**src/rtl/roi_harness_pkg.sv**
```systemverilog
// Shared width derivations and defaults for the ROI shift harness.
// The beat counter is at least one bit wide so a single-beat word still has a legal port.
package roi_harness_pkg;

    localparam int DIN_N_DEF   = 256;
    localparam int DOUT_N_DEF  = 256;
    localparam int FRAME_W_DEF = 16;

    function automatic int clog2(input int value);
        int result;
        result = 0;
        while ((1 << result) < value) begin
            result = result + 1;
        end
        return result;
    endfunction

    function automatic int beats(input int din_n, input int lanes);
        return din_n / lanes;
    endfunction

    function automatic int beat_w(input int din_n, input int lanes);
        int w;
        w = clog2(beats(din_n, lanes));
        return (w < 1) ? 1 : w;
    endfunction

endpackage

```
**src/rtl/roi_shift_chain.sv**
```systemverilog
// LANES-wide shift register with a priority parallel load and a top-LANES tap.
// o_q_nxt exposes the value the register takes at the next edge, so callers can capture it early.
module roi_shift_chain
    import roi_harness_pkg::*;
#(
    parameter int WIDTH = 8,
    parameter int LANES = 1
) (
    input  logic             clk,
    input  logic             rst,
    input  logic             i_shift_en,
    input  logic [LANES-1:0] i_di,
    input  logic             i_load,
    input  logic [WIDTH-1:0] i_pdata,
    output logic [LANES-1:0] o_tap,
    output logic [WIDTH-1:0] o_q_nxt
);

    logic [WIDTH-1:0] r_q;
    logic [WIDTH-1:0] w_shifted;
    logic [WIDTH-1:0] w_q_nxt;

    generate
        if (WIDTH > LANES) begin : g_shift_wide
            assign w_shifted = {r_q[WIDTH-LANES-1:0], i_di};
        end else begin : g_shift_single
            assign w_shifted = i_di;
        end
    endgenerate

    // Parallel load wins over a shift in the same cycle.
    always_comb begin
        w_q_nxt = r_q;
        if (i_load) begin
            w_q_nxt = i_pdata;
        end else if (i_shift_en) begin
            w_q_nxt = w_shifted;
        end
    end

    always_ff @(posedge clk) begin
        if (rst) begin
            r_q <= '0;
        end else begin
            r_q <= w_q_nxt;
        end
    end

    assign o_q_nxt = w_q_nxt;
    assign o_tap   = r_q[WIDTH-1 -: LANES];

endmodule

```
**src/rtl/roi_shift_harness.sv**
```systemverilog
// Serial-to-parallel feeder and parallel-to-serial drain around a fuzzer ROI.
// Input protocol: i_shift_en moves both chains by one beat; a load (stb or auto) swaps din/dout words.
module roi_shift_harness
    import roi_harness_pkg::*;
#(
    parameter int DIN_N    = DIN_N_DEF,
    parameter int DOUT_N   = DOUT_N_DEF,
    parameter int LANES    = 1,
    parameter bit AUTO_STB = 1'b0,
    parameter int FRAME_W  = FRAME_W_DEF
) (
    input  logic                             clk,
    input  logic                             rst,
    input  logic [LANES-1:0]                 i_di,
    input  logic                             i_shift_en,
    input  logic                             i_stb,
    output logic [LANES-1:0]                 o_do,
    output logic [DIN_N-1:0]                 o_din,
    input  logic [DOUT_N-1:0]                i_dout,
    output logic                             o_load_pulse,
    output logic [beat_w(DIN_N, LANES)-1:0]  o_beat_cnt,
    output logic [FRAME_W-1:0]               o_frame_cnt
);

    localparam int BEATS = beats(DIN_N, LANES);
    localparam int BW    = beat_w(DIN_N, LANES);
    localparam logic [BW-1:0] LAST_BEAT = BW'(BEATS - 1);

    generate
        if ((LANES < 1) || ((DIN_N % LANES) != 0) || ((DOUT_N % LANES) != 0)) begin : g_bad_params
            $fatal(1, "roi_shift_harness: LANES must be >= 1 and divide DIN_N and DOUT_N");
        end
    endgenerate

    logic [LANES-1:0]  w_din_tap;
    logic [DIN_N-1:0]  w_din_shr_nxt;
    logic [DOUT_N-1:0] w_dout_shr_nxt;
    logic              w_load;
    logic [BW-1:0]     w_beat_nxt;

    logic [DIN_N-1:0]   r_din;
    logic [BW-1:0]      r_beat_cnt;
    logic [FRAME_W-1:0] r_frame_cnt;
    logic               r_load_pulse;

    roi_shift_chain #(
        .WIDTH (DIN_N),
        .LANES (LANES)
    ) u_din_chain (
        .clk        (clk),
        .rst        (rst),
        .i_shift_en (i_shift_en),
        .i_di       (i_di),
        .i_load     (1'b0),
        .i_pdata    ({DIN_N{1'b0}}),
        .o_tap      (w_din_tap),
        .o_q_nxt    (w_din_shr_nxt)
    );

    // The oldest input bits loop back into the output chain between loads.
    roi_shift_chain #(
        .WIDTH (DOUT_N),
        .LANES (LANES)
    ) u_dout_chain (
        .clk        (clk),
        .rst        (rst),
        .i_shift_en (i_shift_en),
        .i_di       (w_din_tap),
        .i_load     (w_load),
        .i_pdata    (i_dout),
        .o_tap      (o_do),
        .o_q_nxt    (w_dout_shr_nxt)
    );

    assign w_load = AUTO_STB ? (i_shift_en && (r_beat_cnt == LAST_BEAT)) : i_stb;

    // A manual strobe restarts word framing even if a beat arrives with it.
    always_comb begin
        w_beat_nxt = r_beat_cnt;
        if (!AUTO_STB && i_stb) begin
            w_beat_nxt = '0;
        end else if (i_shift_en) begin
            w_beat_nxt = (r_beat_cnt == LAST_BEAT) ? '0 : r_beat_cnt + 1'b1;
        end
    end

    always_ff @(posedge clk) begin
        if (rst) begin
            r_din        <= '0;
            r_beat_cnt   <= '0;
            r_frame_cnt  <= '0;
            r_load_pulse <= 1'b0;
        end else begin
            r_beat_cnt   <= w_beat_nxt;
            r_load_pulse <= w_load;
            if (w_load) begin
                r_din <= w_din_shr_nxt;
                if (r_frame_cnt != {FRAME_W{1'b1}}) begin
                    r_frame_cnt <= r_frame_cnt + 1'b1;
                end
            end
        end
    end

    assign o_din        = r_din;
    assign o_beat_cnt   = r_beat_cnt;
    assign o_frame_cnt  = r_frame_cnt;
    assign o_load_pulse = r_load_pulse;

endmodule
```
**config.mk**
```make
export PLATFORM = sky130hd
export DESIGN_NAME = roi_shift_harness
export DESIGN_NICKNAME = d
export VERILOG_FILES = /design/src/rtl/roi_harness_pkg.sv /design/src/rtl/roi_shift_chain.sv /design/src/rtl/roi_shift_harness.sv
export SDC_FILE = /design/constraint.sdc
export NUM_CORES = 1
export LEC_CHECK = 0
export BUFFER_PORTS_ARGS = -buffer_cell sky130_fd_sc_hd__buf_2
export CAP_MARGIN = 20
export CORE_ASPECT_RATIO = 0.5
export CORE_MARGIN = 5
export CORE_UTILIZATION = 45
export CTS_CLUSTER_DIAMETER = 60
export CTS_CLUSTER_SIZE = 20
export DETAILED_ROUTE_END_ITERATION = 12
export PLACE_DENSITY = 0.67
export SLEW_MARGIN = 20
export SYNTH_ARGS = -nofsm -noshare
export SYNTH_HDL_FRONTEND = slang
export SYNTH_SLANG_ARGS = --single-unit
```
**constraint.sdc**
```tcl
create_clock -name clk -period 2.4 [get_ports clk]
set_clock_uncertainty 0.15 [all_clocks]
set_input_delay 0.48 -clock clk [delete_from_list [all_inputs] [get_ports clk]]
set_output_delay 0.48 -clock clk [all_outputs]
set_load 0.02 [all_outputs]
```
# Word-level counts from Yosys, hierarchy flattened
# Index checks and enable logic that the tools add are counted.
# totals
register_bits	793
inputBits	261
out_inout_bits	282
word_cells	17
# op_classes
addsub	2
eq_ne	2
n_mux	4
n_reduce_logical	3
# op_table
op	n
256-bit two-way mux	3
16-bit by 1-bit adder with 16-bit output, second input constant	1
16-bit inequality test, second input constant	1
8-bit by 1-bit adder with 8-bit output, second input constant	1
8-bit equality test, second input constant	1
8-bit two-way mux	1
2-bit AND reduction	1
2-bit nonzero test	1
2-bit OR reduction	1

# Logic depth before layout (Yosys ltp)
# Gate-level depths: netlist of the first run.
# depth
word_depth	2
depth_mapped	7
ltp_nobuf	5

# Modules after synthesis
# Synthesis of the first run repeated with hierarchy kept, for this count alone.
# hier_totals
cells_unflattened	3805
area_unflattened_um2	37452.2
# by_module_without_submodules
module	instances	cells_per_inst	area_per_inst_um2	seq_area_each_um2
roi_shift_chain	2	1422	13631.8	5124.9
roi_shift_harness	1	961	10188.5	5625.4

# Worst setup path before layout of the first run
# No wires, ideal clock.
# synth_timing
path_type	register to register
startpoint	reg r_frame_cnt[0], in the netlist o_frame_cnt[0]
endpoint	reg r_frame_cnt[14], in the netlist o_frame_cnt[14]
setup_ns	0.086
arrival_ns	1.646
required_ns	2.164
slack_ns	0.518
stages_incl_launch_ff	6
n_path_buf	0
synth_period_minus_slack_ns	1.882
cell_sequence	dfxtp_1 > ha_1 > nand4_1 > nor3_1 > a31oi_1 > a211oi_1
# synth_via
elab_chain_len	2
elab_cells_between_ends	3
classes_between	add/sub (1); eq/ne (1); reduce/logical (1)
# synth_lines
item	line_no	source
start, declared	roi_shift_harness.sv:43	logic [FRAME_W-1:0] r_frame_cnt;
start signal, assigned	roi_shift_harness.sv:99	r_frame_cnt <= r_frame_cnt + 1'b1;
branches (longest 2 deep; another with 16-bit by 1-bit adder with 16-bit output)	n/a	
# Parallel ways; which one is timed is not known.
# A chain may end at the register's enable or synchronous reset.

# Final worst setup path of the first run
# Ends and elaborated chain as after synthesis.

==> flow_metrics.tcl, run 1 <==
set metrics [dict create \
    hold_viol_final 0 \
    intPower_mw 18.68 \
    hpwl_um 51860 \
    tightest_slew_ps 706.3 \
    nNetsFinal 4149 \
    die_width_um 374.1 \
    cts_tree "done" \
    worstPathArrival_ps 2360 \
    ir_worst_vdd_mv 0.5407 \
    power_density_nw_per_um2 664.6 \
    synth_edf_count 0 \
    cap_violations 0 \
    cpMaxStageDelayCell "dfxtp_1" \
    grt_max_degree 175 \
    leakage_nw 16.72 \
    drcViolationCount 0 \
    antenna_found_initial 8 \
    ys_warn_count 0 \
    drt_iter0_drc 1249 \
    grt_pass1_vias 24040 \
    syn2layout_area_growth_pct 25.89 \
    ys_types 36 \
    synthMuxAreaShare_pct 17.29 \
    drt-total-wl_um 78720 \
    worst_setup_path_end_kind "flip-flop" \
    max_freq_ghz 0.4996 \
    hp-class "in2reg" \
    p_switching_mw 6.273 \
    async_flop_share_pct 0 \
    clkPwrFrac_pct 32.4 \
    r2r_cells 5 \
    detail_route.wl_per_cell_um 16.44 \
    min_from "i_stb" \
    ant_nets 0 \
    dpl-instance-area_um2 33640 \
    coreArea_um2 65320 \
    cts_buffers 47 \
    cts_setup_buffers 0 \
    synth-compound-area-share_pct 11.22 \
    worstSkewPairLatency_ps 580 \
    status "complete, no violations" \
    seqPwrFrac_pct 55.7 \
    die_h_um 192.0 \
    layout-drive-gt1-share_pct 17.80 \
    port_buffers 542 \
    cp-start-kind "flip-flop" \
    cts_buffer_depth 3 \
    grt_usage_pct 20.76 \
    power_switching_share_pct 25.14 \
    cts_root_buf "clkbuf_16" \
    cp_num_cells 5 \
    start_util_pct 45.66 \
    fin_tns_setup_ps 0 \
    syn_nets 3473 \
    synthSimpleGateAreaFrac_pct 14.28 \
    layout_worst_path_cycle_share_pct 83.40 \
    hold_depth 2 \
    htree_levels 2 \
    path_max_fanout 9 \
    grt_first_pass_wirelength_um 124200 \
    comb_power_share_pct 11.9 \
    critPathTopFamily "simple AND/OR/NAND/NOR gates" \
    crit_chain "ha_1 > nand4_1 > nor3_1 > a31oi_1 > a211oi_1" \
    synth_xor_area_share_pct 0.2056 \
    syn_area_um2 29820 \
    pin_count 543 \
    worstPathRequired_ps 2750 \
    max-slew-margin-rel_pct 52.92 \
    postSynth.topFlopCell "dfxtp_1" \
    finalWeightedCongestion 0.8255 \
    rsz0062_at_grt "no" \
    cp_num_buf_inv 0 \
    crit_type "reg2reg" \
    period_needed_ps 2002 \
    synth-seq-area-share_pct 53.23 \
    syn_inst 3210 \
    die_area_um2 71840 \
    rows 66 \
    crit_start "o_frame_cnt[0]" \
    maxSlewViolCount 0 \
    syn_avg_cell_area_um2 9.291 \
    dr.pass1.iters 5 \
    overflow 0 \
    ys_seq_elements 793 \
    via_per_inst 5.105 \
    r2r_start "o_frame_cnt[0]" \
    vias 24440 \
    synthAdderAreaFrac_pct 0.08390 \
    final_cell_area_um2 37550 \
    clk_pin_slew_ps 80 \
    cp_slowest_stage_delay_ps 430 \
    synth_top_family_by_area "multiplexers" \
    clock_sinks 793 \
    setup_viol 0 \
]
-- sequential cells by signal (all words and copies together) (netlist names) --
signal	flops
o_beat_cnt	8
u_din_chain.r_q	256
o_frame_cnt	16
o_load_pulse	1
u_dout_chain.r_q	256
o_din	256
-- routing by layer --
| layer | share of wire [%] | wire [µm] | vias up | GRT usage, % |
|---|---|---|---|---|
| li1 | - | - | 12320 | - |
| met4 | 7.0 | 5497 | 0 | 13.39 |
| met3 | 3.0 | 2334 | 300 | 3.077 |
| met5 | 0 | 0 | - | 0 |
| met1 | 39 | 30360 | 11320 | 22.67 |
| met2 | 51 | 40530 | 496 | 38.07 |
-- power groups by stage --
stage / registers [mW] / logic (mW) / clock network [mW]
floorplan: 14.4 / 1.50 / 0
global placement: 14.2 / 2.59 / 0
detailed placement: 14.2 / 2.63 / 0
CTS: 13.9 / 2.97 / 8.38
global route: 13.9 / 3.25 / 8.87
finish: 13.9 / 2.98 / 8.09
-- area by class of cell --
class	instances	area [µm²]
tap	884	1106
clock inverter	6	56.30
multi-input combinational	2152	12850
inverter	4	15.01
timing repair buffer	888	6371
fill	5626	27770
sequential	793	15880
antenna	9	22.52
clock buffer	51	1254
-- synth_stat cells (2+ instances only) --
master	n	area (µm²)
nor2b_1	3	18.77
and4_1	2	17.52
o21ai_0	4	20.02
nor3_1	11	55.05
nand2_1	4	15.01
or3_1	2	12.51
xnor2_1	4	35.03
a21oi_1	267	1336
o31ai_1	6	45.04
ha_1	2	25.02
dfxtp_1	793	15880
nand2b_1	2	12.51
or4_1	6	45.04
nor2_1	1036	3889
buf_4	3	22.52
buf_1	12	45.04
clkbuf_1	169	634.4
buf_2	77	385.4
xor2_1	3	26.28
inv_1	4	15.01
mux2i_1	514	5145
a211oi_1	257	1929
nand4_1	8	50.05
nand3_1	9	45.04
-- path summary, 6_finish.rpt --
kind	to	slack [ps]
hold / removal	o_din[210]	70
setup / recovery	o_frame_cnt[14]	400
hold reg to reg	o_din[70]	330
setup reg to reg	o_frame_cnt[14]	400
-- through the flow --
| step | total power [mW] | hold slack, ps | setup slack, ps | util (%) | cells |
|---|---|---|---|---|---|
| 2_1_floorplan | 15.87 | 329.9 | 518.5 | - | 3210 |
| 3_3_place_gp | 16.77 | 319.0 | 425.9 | 51.50 | 4464 |
| 3_5_place_dp | 16.82 | 324.1 | 402.0 | 51.50 | 4464 |
| 4_1_cts | 25.24 | 21.17 | 413.4 | 57.45 | 4778 |
| 5_1_grt | 26.06 | 37.98 | 165.8 | 57.48 | 4786 |
| 6_report | 24.95 | 65.60 | 398.3 | 57.48 | 4787 |
-- repair_timing --
| item | CTS | global route |
|---|---|---|
| endpoints found under the setup margin | 0 | 0 |
| resized for setup | 0 | 0 |
| endpoints found under the hold margin | 257 | 0 |
| hold buffers | 257 | 0 |
-- cell families after synthesis --
logic type      after synthesis
xor+xnor                      7
buf+inv                     265
mux                         515
simple gates               1092
compound gates              536
flops                       793
fa+ha+maj                     2
-- layout by cell type (no fill, tap or decap), types with 3 or more instances in the layout --
cell type / n
o31ai_1: 6
nand3_1: 9
inv_1: 4
dlygate4sd3_1: 257
o21ai_0: 4
nand4_1: 8
buf_12: 31
buf_4: 58
nand2_1: 4
or4_1: 6
diode_2: 9
xnor2_1: 4
nor2b_1: 3
nor3_1: 11
buf_2: 539
a21oi_1: 267
xor2_1: 3
mux2i_1: 514
nor2_1: 1036
a211oi_1: 257
clkbuf_16: 49
buf_8: 3
dfxtp_1: 793
Power figures use the tool's default switching activity.
==> run 2, diff against run 1 <==
clock period = 2.1 ns   (was 2.4 ns; I/O delays follow)
==> run 2 against run 1 <==
  * Clock power up 12%
  * Cell count down 0.21%
  * Global-route usage up 0.073 points
  * Die area unchanged
  * Sequential cell count unchanged
  * Worst hold slack worse by 20 ps
  * Register-to-register slack worse by 220 ps
==> flow_metrics.tcl, run 2 (synthesis results as in run 1) <==
set metrics [dict create \
    detail_route.wl_per_cell_um 16.52 \
    status "complete, no violations" \
    met3_usage_pct 3.372 \
    htree_levels 2 \
    power_density_nw_per_um2 755.0 \
    clk_pin_slew_ps 80 \
    stdcell_count 4777 \
    worstSkewPairLatency_ps 600 \
    hold_viol_final 0 \
    hp-class "in2reg" \
    clock_sinks 793 \
    layout_common_cells "nor2_1, dfxtp_1, buf_2" \
    power_switching_share_pct 25.41 \
    comb_power_share_pct 12.0 \
    use_met2_pct 38.02 \
    worst_setup_path_end_kind "flip-flop" \
    die_h_um 192.0 \
    grt_max_degree 158 \
    whs_ps 45.11 \
    via_per_inst 5.090 \
    coreArea_um2 65320 \
    cp_slowest_stage_delay_ps 510 \
    fin_tns_setup_ps 0 \
    period_needed_ps 1918 \
    rsz0062_at_grt "no" \
    cp-start-kind "flip-flop" \
    layout-drive-gt1-share_pct 17.60 \
    hpwl_um 51750 \
    layout_worst_path_cycle_share_pct 91.33 \
    tightest_slew_ps 682.1 \
    p_total_mw 28.36 \
    nNetsFinal 4142 \
    leakage_nw 16.72 \
    worstPathRequired_ps 2440 \
    multi_input_area_um2 12860 \
    regArea_um2 15880 \
    clkPwrFrac_pct 32.0 \
    finalWeightedCongestion 0.8086 \
    seqPwrFrac_pct 56.0 \
    cts_tree "done" \
    dp_cells 4454 \
    use_met1_pct 22.66 \
    syn2layout_area_growth_pct 25.97 \
    crit_chain "nand4_1 > nor4_4 > nor2b_1 > mux2_2" \
    drcViolationCount 0 \
    crit_type "reg2reg" \
    rows 66 \
    die_width_um 374.1 \
    setup_viol 0 \
    p_switching_mw 7.207 \
    pin_count 543 \
    max_freq_ghz 0.5214 \
    cts_buffers 47 \
    ir_worst_vdd_mv 0.4970 \
    vias 24310 \
    drt_iter0_drc 1347 \
    dr.pass1.iters 5 \
    start_util_pct 45.66 \
    cts_root_buf "clkbuf_16" \
    antenna_found_initial 6 \
    port_buffers 542 \
    cap_violations 0 \
    grt_usage_pct 20.84 \
    drt-total-wl_um 78930 \
    busiest_layer "met2" \
    fin_util_pct 57.52 \
    grt_first_pass_wirelength_um 124000 \
    path_max_fanout 8 \
    maxSlewViolCount 0 \
    cpMaxStageDelayCell "nor4_4" \
    worstPathArrival_ps 2260 \
    final_common_cell "nor2_1" \
    overflow 0 \
    cts_buffer_depth 3 \
    die_area_um2 71840 \
    grt_pass1_vias 23970 \
    intPower_mw 21.16 \
    max-slew-margin-rel_pct 54.53 \
    nFillCells 5629 \
    ant_nets 0 \
]
## run 2: changes by cell type in the layout (fill, tap and decap cells not counted)
| cell | before | now |
|---|---|---|
| nor3_4 | 0 | 1 |
| clkinv_4 | 2 | 1 |
| buf_12 | 31 | 39 |
| diode_2 | 9 | 7 |
| clkbuf_8 | 2 | 0 |
| dlygate4sd3_1 | 257 | 259 |
| clkinvlp_4 | 1 | 2 |
| nor3_1 | 11 | 10 |
| clkinv_2 | 0 | 1 |
| clkinv_8 | 0 | 3 |
| buf_4 | 58 | 41 |
| clkbuf_16 | 49 | 47 |
| inv_8 | 2 | 1 |
## run 2: cell type report
cell class / count / share of cell area [%]
clock inverters: 9 / 0.2598
diodes: 7 / 0.04662
flip-flops and latches: 793 / 42.26
multi-input cells: 2152 / 34.23
inverters: 4 / 0.03996
repair buffers: 881 / 17.10
well taps: 884 / 2.944
clock buffers: 47 / 3.131
## run 2: worst paths after layout
path | start | endpoint | slack (ps) | depth (start not counted)
min reg2reg | o_din[81] | o_din[81] | 330 | 2
max reg2reg | o_frame_cnt[9] | o_frame_cnt[0] | 180 | 4
max | o_frame_cnt[9] | o_frame_cnt[0] | 180 | 4
min | i_stb | u_dout_chain.r_q[184] | 50 | 3
## run 2: what timing repair did
| action | 4_1_cts | 5_1_grt |
|---|---|---|
| endpoints found under the hold margin | 261 | 0 |
| endpoints found under the setup margin | 0 | 5 |
| setup buffers | 0 | 1 |
| hold buffers | 259 | 0 |
| resized for setup | 0 | 2 |
## run 2: through the flow
| stage | setup slack (ps) | area [µm²] |
|---|---|---|
| 2_1_floorplan | 218.5 | 29820 |
| 3_3_place_gp | 100.4 | 33670 |
| 3_5_place_dp | 131.2 | 33670 |
| 4_1_cts | 108.6 | 37530 |
| 5_1_grt | 26.59 | 37570 |
| 6_report | 182.1 | 37570 |
## run 2: metal layers
| layer | part of all wire (%) | wire length (µm) | vias up |
|---|---|---|---|
| met4 | 7.0 | 5510 | 0 |
| met2 | 51 | 40160 | 489 |
| met3 | 3.2 | 2504 | 280 |
| met1 | 39 | 30760 | 11260 |
| li1 | - | - | 12290 |
| met5 | 0 | 0 | - |
## run 2: critical path: cells and delay by family, from the launching register on
family | cells | cell delay (ps)
simple gates | 3 | 940
flops | 1 | 450
mux | 1 | 290
## run 2: power groups by stage
stage                     combinational, mW  sequential [mW]  clock, mW
after global routing                   3.72             15.9       10.0
after floorplan                        1.71             16.4          0
after CTS                              3.39             15.9       9.41
after detailed placement               2.99             16.2          0
final                                  3.41             15.9       9.07
after global placement                 2.95             16.2          0
